### config.mk
export PLATFORM = sky130hd
export DESIGN_NAME = lo_nco_flat
export DESIGN_NICKNAME = d
export VERILOG_FILES = /design/src/rtl/lo_nco_pkg.sv /design/src/rtl/lo_nco_if.sv /design/src/rtl/lo_nco_cordic_stage.sv /design/src/rtl/lo_nco.sv /design/src/flat_wrapper.sv
export SDC_FILE = /design/constraint.sdc
export NUM_CORES = 2
export LEC_CHECK = 0
export ABC_AREA = 0
export CAP_MARGIN = 5
export CORE_ASPECT_RATIO = 0.6
export CORE_MARGIN = 1.5
export CORE_UTILIZATION = 40
export DETAILED_ROUTE_END_ITERATION = 10
export GPL_ROUTABILITY_DRIVEN = 0
export HOLD_SLACK_MARGIN = 0.06
export PLACE_DENSITY_LB_ADDON = 0.2
export SETUP_SLACK_MARGIN = 0.3
export SYNTH_ARGS = -nofsm -noshare
export SYNTH_HDL_FRONTEND = slang
export SYNTH_SLANG_ARGS = --single-unit
### constraint.sdc
create_clock -name clk_25d6m -period 11.75 [get_ports clk_25d6m]
set_clock_uncertainty 0.05 [all_clocks]
set_input_delay 1.7625 -clock clk_25d6m [delete_from_list [all_inputs] [get_ports clk_25d6m]]
set_output_delay 1.7625 -clock clk_25d6m [all_outputs]
set_load 0.01 [all_outputs]
### src/rtl/lo_nco_pkg.sv
// lo_nco_pkg: widths, CORDIC constants, pipeline word and helpers for lo_nco.
// LFSR constants exist only when LO_NCO_DITHER_EN is defined.
package lo_nco_pkg;

  localparam int unsigned XY_W    = 18;
  localparam int unsigned Z_W     = 20;
  localparam int unsigned N_STAGE = 16;
  localparam int unsigned LATENCY = 18;

  localparam logic signed [XY_W-1:0] X0 = 18'sd19432;

  // round(atan(2^-i) * 2^20 / 2pi); 2^20 is one full turn
  localparam logic signed [Z_W-1:0] ATAN [0:N_STAGE-1] = '{
    20'sd131072, 20'sd77376, 20'sd40884, 20'sd20753,
    20'sd10417,  20'sd5213,  20'sd2607,  20'sd1304,
    20'sd652,    20'sd326,   20'sd163,   20'sd81,
    20'sd41,     20'sd20,    20'sd10,    20'sd5
  };

  typedef struct packed {
    logic signed [XY_W-1:0] x;
    logic signed [XY_W-1:0] y;
    logic signed [Z_W-1:0]  z;
    logic                   neg;
  } cordic_t;

  // Clamp to the symmetric 16-bit range +/-32767
  function automatic logic signed [15:0] sat16(input logic signed [XY_W:0] v);
    if (v > 19'sd32767)       return 16'sd32767;
    else if (v < -19'sd32767) return -16'sd32767;
    else                      return v[15:0];
  endfunction

`ifdef LO_NCO_DITHER_EN
  localparam logic [15:0] LFSR_SEED = 16'hACE1;
  // Fibonacci taps 16,14,13,11 -> bits 15,13,12,10
  localparam logic [15:0] LFSR_TAPS = 16'hB400;

  function automatic logic [15:0] lfsr_next(input logic [15:0] s);
    return {s[14:0], ^(s & LFSR_TAPS)};
  endfunction
`endif

endpackage

### src/rtl/lo_nco_if.sv
// lo_nco_if: control inputs from the register domain and the LO outputs.
interface lo_nco_if;
  logic [31:0]        fw_in;
  logic               fw_load;
  logic [15:0]        phase_ofs;
  logic               phase_clr;
  logic               nco_enb;
  logic signed [15:0] lo_cos;
  logic signed [15:0] lo_sin;
  logic               lo_valid;

  modport master (
    output fw_in, fw_load, phase_ofs, phase_clr, nco_enb,
    input  lo_cos, lo_sin, lo_valid
  );

  modport slave (
    input  fw_in, fw_load, phase_ofs, phase_clr, nco_enb,
    output lo_cos, lo_sin, lo_valid
  );
endinterface

### src/rtl/lo_nco_cordic_stage.sv
// lo_nco_cordic_stage: one registered CORDIC micro-rotation by +/-atan(2^-I).
module lo_nco_cordic_stage
  import lo_nco_pkg::*;
#(
  parameter int unsigned I = 0
) (
  input  logic    clk_25d6m,
  input  logic    rst_n,
  input  cordic_t stage_i,
  output cordic_t stage_o
);

  logic signed [XY_W-1:0] x_sh;
  logic signed [XY_W-1:0] y_sh;
  cordic_t                stage_d;
  cordic_t                stage_q;

  // Rotate toward z = 0; the quadrant-fold flag rides along untouched
  always_comb begin
    x_sh    = $signed(stage_i.x) >>> I;
    y_sh    = $signed(stage_i.y) >>> I;
    stage_d = stage_i;
    if (stage_i.z[Z_W-1]) begin
      stage_d.x = stage_i.x + y_sh;
      stage_d.y = stage_i.y - x_sh;
      stage_d.z = stage_i.z + ATAN[I];
    end else begin
      stage_d.x = stage_i.x - y_sh;
      stage_d.y = stage_i.y + x_sh;
      stage_d.z = stage_i.z - ATAN[I];
    end
  end

  // Pipeline register
  always_ff @(posedge clk_25d6m or negedge rst_n) begin
    if (!rst_n) stage_q <= '0;
    else        stage_q <= stage_d;
  end

  assign stage_o = stage_q;

endmodule

### src/rtl/lo_nco.sv
// lo_nco: phase accumulator + offset + quadrant fold + 16-stage CORDIC,
// producing lo_cos/lo_sin 18 cycles after the accumulator value.
// Optional feature: LO_NCO_DITHER_EN adds LFSR dither to the phase ahead of
// the offset add; undefined gives bit-exact deterministic outputs.
module lo_nco
  import lo_nco_pkg::*;
#(
  parameter logic [31:0] FW_DEFAULT = 32'd0
) (
  input logic      clk_25d6m,
  input logic      rst_n,
  lo_nco_if.slave  bus
);

  logic [31:0]          fw_q;
  logic [31:0]          acc_q;
  logic [31:0]          acc_d;
  logic [15:0]          phase_src;
  logic [15:0]          p;
  logic [15:0]          z16;
  cordic_t              s0_d;
  cordic_t              s0_q;
  cordic_t              pipe [0:N_STAGE];
  logic signed [XY_W:0] x_ext;
  logic signed [XY_W:0] y_ext;
  logic signed [XY_W:0] x_fin;
  logic signed [XY_W:0] y_fin;
  logic signed [15:0]   cos_d;
  logic signed [15:0]   cos_q;
  logic signed [15:0]   sin_d;
  logic signed [15:0]   sin_q;
  logic [LATENCY-1:0]   valid_q;

  // Frequency word register
  always_ff @(posedge clk_25d6m or negedge rst_n) begin
    if (!rst_n)           fw_q <= FW_DEFAULT;
    else if (bus.fw_load) fw_q <= bus.fw_in;
  end

  // Accumulator next state: clear has priority over advance
  always_comb begin
    acc_d = acc_q;
    if (bus.phase_clr)    acc_d = '0;
    else if (bus.nco_enb) acc_d = acc_q + fw_q;
  end

  // Accumulator register
  always_ff @(posedge clk_25d6m or negedge rst_n) begin
    if (!rst_n) acc_q <= '0;
    else        acc_q <= acc_d;
  end

`ifdef LO_NCO_DITHER_EN
  logic [15:0] lfsr_q;
  logic [31:0] acc_dith;

  // Free-running dither LFSR
  always_ff @(posedge clk_25d6m or negedge rst_n) begin
    if (!rst_n) lfsr_q <= LFSR_SEED;
    else        lfsr_q <= lfsr_next(lfsr_q);
  end

  assign acc_dith  = acc_q + {16'b0, lfsr_q[15:12], 12'b0};
  assign phase_src = acc_dith[31:16];
`else
  assign phase_src = acc_q[31:16];
`endif

  // Stage 0: add offset, fold quadrants 2/3 onto 1/4 by a half-turn plus sign flag
  always_comb begin
    p        = phase_src + bus.phase_ofs;
    s0_d     = '0;
    s0_d.neg = p[15] ^ p[14];
    z16      = s0_d.neg ? (p - 16'h8000) : p;
    s0_d.x   = X0;
    s0_d.y   = '0;
    s0_d.z   = {z16, 4'b0000};
  end

  // Stage 0 register
  always_ff @(posedge clk_25d6m or negedge rst_n) begin
    if (!rst_n) s0_q <= '0;
    else        s0_q <= s0_d;
  end

  assign pipe[0] = s0_q;

  for (genvar g = 0; g < N_STAGE; g++) begin : g_stage
    lo_nco_cordic_stage #(.I(g)) u_stage (
      .clk_25d6m (clk_25d6m),
      .rst_n     (rst_n),
      .stage_i   (pipe[g]),
      .stage_o   (pipe[g+1])
    );
  end

  // Output stage: undo the fold, then saturate (one extra bit so negation cannot wrap)
  always_comb begin
    x_ext = {pipe[N_STAGE].x[XY_W-1], pipe[N_STAGE].x};
    y_ext = {pipe[N_STAGE].y[XY_W-1], pipe[N_STAGE].y};
    x_fin = pipe[N_STAGE].neg ? -x_ext : x_ext;
    y_fin = pipe[N_STAGE].neg ? -y_ext : y_ext;
    cos_d = sat16(x_fin);
    sin_d = sat16(y_fin);
  end

  // Output registers
  always_ff @(posedge clk_25d6m or negedge rst_n) begin
    if (!rst_n) begin
      cos_q <= '0;
      sin_q <= '0;
    end else begin
      cos_q <= cos_d;
      sin_q <= sin_d;
    end
  end

  // Valid fills with ones once per cycle after reset, independent of nco_enb
  always_ff @(posedge clk_25d6m or negedge rst_n) begin
    if (!rst_n) valid_q <= '0;
    else        valid_q <= {valid_q[LATENCY-2:0], 1'b1};
  end

  assign bus.lo_cos   = cos_q;
  assign bus.lo_sin   = sin_q;
  assign bus.lo_valid = valid_q[LATENCY-1];

endmodule

### src/flat_wrapper.sv
// flat-port wrapper written by rule: the top's interface ports become plain ports
module lo_nco_flat import lo_nco_pkg::*;
#(
  parameter logic [31:0] FW_DEFAULT = 32'd0
)
  (clk_25d6m, rst_n, bus_fw_in, bus_fw_load, bus_phase_ofs, bus_phase_clr, bus_nco_enb, bus_lo_cos, bus_lo_sin, bus_lo_valid);
  lo_nco_if bus_i ();
  input logic clk_25d6m;
  input logic rst_n;
  input wire logic [$bits(bus_i.fw_in)-1:0] bus_fw_in;
  input wire logic [$bits(bus_i.fw_load)-1:0] bus_fw_load;
  input wire logic [$bits(bus_i.phase_ofs)-1:0] bus_phase_ofs;
  input wire logic [$bits(bus_i.phase_clr)-1:0] bus_phase_clr;
  input wire logic [$bits(bus_i.nco_enb)-1:0] bus_nco_enb;
  output wire logic [$bits(bus_i.lo_cos)-1:0] bus_lo_cos;
  output wire logic [$bits(bus_i.lo_sin)-1:0] bus_lo_sin;
  output wire logic [$bits(bus_i.lo_valid)-1:0] bus_lo_valid;
  assign bus_i.fw_in = bus_fw_in;
  assign bus_i.fw_load = bus_fw_load;
  assign bus_i.phase_ofs = bus_phase_ofs;
  assign bus_i.phase_clr = bus_phase_clr;
  assign bus_i.nco_enb = bus_nco_enb;
  assign bus_lo_cos = bus_i.lo_cos;
  assign bus_lo_sin = bus_i.lo_sin;
  assign bus_lo_valid = bus_i.lo_valid;
  lo_nco #(.FW_DEFAULT(FW_DEFAULT)) u_core (.clk_25d6m(clk_25d6m), .rst_n(rst_n), .bus(bus_i));
endmodule
Word level (Yosys, flattened, before mapping)
Cells that the tools add are included.
{ "op_classes": {"reduce_logical": 1, "order_cmp": 4, "mux": 25, "n_addsub": 98, "bitwise_logic": 1} }
{ "ops": {"columns": ["op", "n"], "rows": [
  ["$mux W56", 15],
  ["$mux W16", 5],
  ["$mux W32", 2],
  ["$add A18 B15 Y18", 3],
  ["$sub A18 B15 Y18", 3],
  ["$gt A19 B16 Y1 const B", 2],
  ["$lt A19 B16 Y1 const B", 2],
  ["$mux W19", 2],
  ["$mux W38", 1],
  ["$neg A18 Y19", 2],
  ["$add A18 B10 Y18", 2],
  ["$add A18 B11 Y18", 2],
  ["$add A18 B12 Y18", 2],
  ["$add A18 B13 Y18", 2],
  ["$add A18 B14 Y18", 2],
  ["$add A18 B16 Y18", 2],
  ["$add A18 B3 Y18", 2],
  ["$add A18 B4 Y18", 2],
  ["$add A18 B5 Y18", 2],
  ["$add A18 B6 Y18", 2],
  ["$add A18 B7 Y18", 2],
  ["$add A18 B8 Y18", 2],
  ["$add A18 B9 Y18", 2],
  ["$sub A18 B10 Y18", 2],
  ["other kinds (52)", 64]
]} }
{ "totals": {"output_inout_bits": 33, "reg_bits": 1021, "input_bits": 53, "elab_cells": 200} }

Longest topological paths before layout
{ "depth": {"depth_word": 5, "mapped_depth": 17, "depth_no_buf": 17} }

Hierarchy
From an unflattened synthesis, not the netlist that was laid out.
{ "unflattened": {"cells_unflattened": 8382, "hier_area_um2": 78615.4} }
{ "modules_own_cells": {"columns": ["module", "instances", "area_per_inst_um2", "seq_area_each_um2", "cells_each"], "rows": [
  ["lo_nco", 1, 7619.8, 3278.1, 763],
  ["lo_nco_cordic_stage at u_core.g_stage[4].u_stage", 1, 4624.4, 1426.4, 499],
  ["lo_nco_cordic_stage at u_core.g_stage[3].u_stage", 1, 4594.4, 1426.4, 486],
  ["lo_nco_cordic_stage at u_core.g_stage[10].u_stage", 1, 4579.4, 1426.4, 506],
  ["lo_nco_cordic_stage at u_core.g_stage[6].u_stage", 1, 4576.9, 1426.4, 500],
  ["lo_nco_cordic_stage at u_core.g_stage[1].u_stage", 1, 4548.1, 1426.4, 510],
  ["lo_nco_cordic_stage at u_core.g_stage[2].u_stage", 1, 4509.3, 1426.4, 493],
  ["lo_nco_cordic_stage at u_core.g_stage[12].u_stage", 1, 4504.3, 1426.4, 500],
  ["lo_nco_cordic_stage at u_core.g_stage[11].u_stage", 1, 4483.0, 1426.4, 494],
  ["lo_nco_cordic_stage at u_core.g_stage[13].u_stage", 1, 4433.0, 1426.4, 467],
  ["lo_nco_cordic_stage at u_core.g_stage[5].u_stage", 1, 4416.7, 1426.4, 471],
  ["lo_nco_cordic_stage at u_core.g_stage[8].u_stage", 1, 4408.0, 1426.4, 459],
  ["lo_nco_cordic_stage at u_core.g_stage[7].u_stage", 1, 4377.9, 1426.4, 462],
  ["lo_nco_cordic_stage at u_core.g_stage[9].u_stage", 1, 4321.6, 1426.4, 450],
  ["+3 rows", null, null, null, null]
]} }

Worst setup path after synthesis
No wires, ideal clock.
{ "synth_timing": {"path_kind": "input port to flip-flop", "startpoint": "input bus_phase_ofs[0]", "endpoint": "register u_core.s0_q, in the netlist u_core.pipe[912]", "setup_ps": 134, "n_path_buf": 0, "t_required_ps": 11566, "path_stages": 12, "setup_slack_ps": 7751, "arrival_ps": 3815, "path_cell_list": "ha_1 inv_1 fa_1 nor2b_1 o31a_1 o211ai_1 a21oi_1 o31ai_1 nor3_1 a211o_1 xnor2_1 xnor2_1"} }
{ "synth_rtl": {"columns": ["element", "line", "rtl"], "rows": [
  ["start: declaration", "flat_wrapper.sv:12", "input wire logic [$bits(bus_i.phase_ofs)-1:0] bus_phase_ofs;"],
  ["end signal: assignment", "lo_nco.sv:82", "if (!rst_n) s0_q <= '0;"],
  ["end signal: assignment", "lo_nco.sv:83", "else s0_q <= s0_d;"],
  ["end: declaration", "lo_nco.sv:22", "cordic_t s0_q;"]
]} }

==> out/results.txt <==
The flow ran to the end, and the final reports show no timing, DRC or antenna violations. The Yosys step of the flow raised 0 warnings. STA classifies the critical path startpoint as a register. The clock root buffer master is sky130_fd_sc_hd__clkbuf_16. The final max-slew violation count was 0; the total buffers and inverters traversed by the critical path was 1.

The TritonCTS buffer count was 97. The synthesized netlist net count is 7678, and the critical path depth is 11. The tools report the start point of the critical path as u_core.g_stage[10].u_stage.stage_o[20]$_DFF_PN0_. The master of the slowest instance on the critical path was sky130_fd_sc_hd__dfrtp_1. The fraction of registers with async set/reset was 100%.

In the global route stage, overall resource usage came out at 19.0%. After legalization and detailed placement, the total HPWL measured 123000 µm. The class of the most critical hold timing path is register to register.

Along the worst hold path, the cell count comes to 0. The filler cells instantiated in the layout total 15336. After detailed routing, the number of remaining DRC violations is 0.

Initial antenna violation count: 11. The number of setup buffers added after CTS is 0. The final setup violation count is 0. For the worst setup path, the data required time is 12.27 ns.

Port buffering added 85 buffers. In this design, the critical path's most frequently occurring cell is sky130_fd_sc_hd__a21oi_1. Global routing finished with a remaining overflow of 0. In this run, synthesis inferred 0 flip-flops with an integrated enable. Dividing the detail-routed wire length by the instance count gives 17.1 µm. The arrival time at the worst endpoint came out at 4.85 ns. The critical-path maximum fanout works out to 29. The critical path goes through inv_1 > fa_1 > a21o_1 > a21oi_1 > o21ai_0 > a21oi_1 > o21ai_1 > a221o_1 > a41o_1 > o21a_1 > o311ai_1. For this run, the post-layout net count is 7804. Number of standard-cell rows in the floorplan: 114. The commonest register cell after synthesis was sky130_fd_sc_hd__dfrtp_1. Summed over all failing endpoints, the final setup total negative slack is 0 ns.

Leaving out fill and tap cells, the most frequent cells in the layout are sky130_fd_sc_hd__dfrtp_1, sky130_fd_sc_hd__ha_1, sky130_fd_sc_hd__xnor2_1. The count of clock tree sinks came out at 948. In this run the most critical hold path is launched from u_core.g_stage[6].u_stage.stage_o[3]$_DFF_PN0_.

The tools report the via count of the first global-routing pass as 46514. The library cell used most frequently in the layout, excluding fill and tap cells, is sky130_fd_sc_hd__dfrtp_1. Max-cap violations in this run came to 0. The die is 316 µm tall. The number of cells traversed by the worst register-to-register path is 11. STA classifies the critical path endpoint as a register. The routed layout has 49041 vias. After layout, the worst path uses 36.8% of the clock period. The average cell area after synthesis works out to 9.67 µm². The clock passes through at most 3 buffers. The core box area is 161000 µm². The register bit total from synthesis came out at 948. The number of different library cells used by synthesis comes to 91.

In this design, the stage delay of the slowest critical-path cell is 0.80 ns. For the pin with the worst max-slew slack, the measured transition is 1.02 ns. TritonCTS built the clock tree. Setup repair after global routing left no endpoint under its margin. Once detail routing completed, the nets flagged for antenna violations numbered 0. For the area of the mapped netlist, the log shows 65200 µm². The smallest clock period supported by the final layout is computed as 4.33 ns. Cells with a size suffix above 1 make up 4.97% of the layout.

The die outline area is 165000 µm². The later pin in the worst-skew pair is clocked with a latency of 0.71 ns. The global-route wire length before repair was 254000 µm.

The relative max-transition margin came out at 31.7%. The first detailed-routing pass ran for 6 iterations. The final hold slack is 0.288 ns. The tools report the starting utilization of the core area as 40.4%. Broken down by cell family, the worst path's largest delay share belongs to compound AO/OA/AOI/OAI gates.

Hold repair after CTS inserted 0 buffers. The logs give 3481 for the number of DRC violations after detailed-routing iteration 0 and 231 MHz for the maximum achievable frequency. Dividing the detail-routed via count by the number of cells gives 5.39.

In this run the count of I/O pins placed on the die edge is 86. The floorplan die width was 524 µm. Once the clock tree was built, the resizer swapped 0 gates to a different size. Entering global routing, the biggest net connects 168 pins. Clock-pin slew was measured on the worst setup and hold paths at 0.07 ns.

The tools report the start of the worst register-to-register path as u_core.g_stage[10].u_stage.stage_o[20]$_DFF_PN0_. Cells fill 44.7% of the core in the end. The clock tree synthesis step divided the H-tree into 3 levels. The instance count of the mapped netlist is 6740, and the relative area change from synthesis to final layout is 10.7%. The share of the Yosys chip area taken by registers is 36.4%. The count of final hold-check violations is 0. The critical path in this run is classified as register to register.

The final layout contains routed wiring with a total length of 156000 µm.
[metrics by stage]
step                worst slack (ns)  std cells  area [µm²]
floorplan                       7.75       6740       65200
global placement                6.94       8913       68600
detailed placement              7.00       8913       68600
CTS                             7.45       9090       72100
global route                    7.07       9093       72100
finish                          7.42       9093       72100
[path summary, 6_finish.rpt]
check,to,slack [ns]
setup / recovery,u_core.g_stage[11].u_stage.stage_o[19]$_DFF_PN0_,7.42
hold reg to reg,u_core.g_stage[7].u_stage.stage_o[3]$_DFF_PN0_,0.29
max in group asynchronous,u_core.g_stage[6].u_stage.stage_o[37]$_DFF_PN0_,8.42
setup reg to reg,u_core.g_stage[11].u_stage.stage_o[19]$_DFF_PN0_,7.42
hold / removal,u_core.g_stage[7].u_stage.stage_o[3]$_DFF_PN0_,0.29
min in group asynchronous,u_core.bus.lo_sin[11]$_DFF_PN0_,1.00
[synthesized netlist by cell type, drive strengths merged, types with 35 or more instances]
cell | number | share of area, %
dfrtp | 948 | 36
ha | 841 | 16
xnor2 | 636 | 8.5
nor2 | 632 | 3.6
a21oi | 515 | 4.0
inv | 385 | 2.2
o21ai | 323 | 2.5
nand2 | 316 | 1.8
nor3 | 265 | 2.1
xor2 | 248 | 3.3
a21o | 159 | 1.8
nor2b | 110 | 1.1
o21a | 94 | 1.1
nand2b | 87 | 0.84
o21bai | 81 | 0.93
a31oi | 74 | 0.72
nand3 | 65 | 0.50
and3 | 61 | 0.59
clkbuf | 60 | 0.35
mux2 | 54 | 0.93
mux2i | 50 | 0.79
a31o | 49 | 0.66
a211oi | 47 | 0.54
o41ai | 46 | 0.62
or3 | 46 | 0.45
fa | 44 | 1.4
a21boi | 39 | 0.46
or4 | 36 | 0.44
o211ai | 35 | 0.40
[cells by family (layout without fill, tap and decap cells)]
kind of cell	after synthesis	after routing	share of synthesized area (%)
AO/OA/AOI/OAI	1664	1664	16.5
other	1	4	0.00576
adder cells (fa/ha/maj)	885	885	17.5
buffers and inverters	471	675	2.73
XOR/XNOR	884	884	11.9
multiplexers	104	104	1.72
AND/OR/NAND/NOR	1783	1783	13.2
flip-flops	948	948	36.4
[final cells by class]
type | count | area, µm² | area share, %
Antenna cell | 3 | 7.51 | 0.0104
Clock buffer | 127 | 2760 | 3.83
Clock inverter | 50 | 723 | 1.00
Inverter | 388 | 1460 | 2.02
Multi-Input combinational cell | 5321 | 39700 | 55.0
Sequential cell | 948 | 23700 | 32.9
Tap cell | 2146 | 2690 | 3.72
Timing Repair Buffer | 110 | 1110 | 1.53
[flip-flops by register name, summed over array words and instances (netlist names)]
name	flops
u_core.acc_q	32
u_core.bus.lo_cos	16
u_core.fw_q	32
u_core.valid_q	18
u_core.pipe	17
u_core.bus.lo_sin	16
u_core.g_stage.u_stage.stage_o	817
[routing by layer]
metal,track usage (%),wire [µm]
met5,0,13
met4,3.01,1970
met1,32.0,87300
met2,24.2,56600
met3,3.76,9940
Power is not shown: default switching activity piles up to over one toggle a cycle in this logic, so the estimate is an artifact.
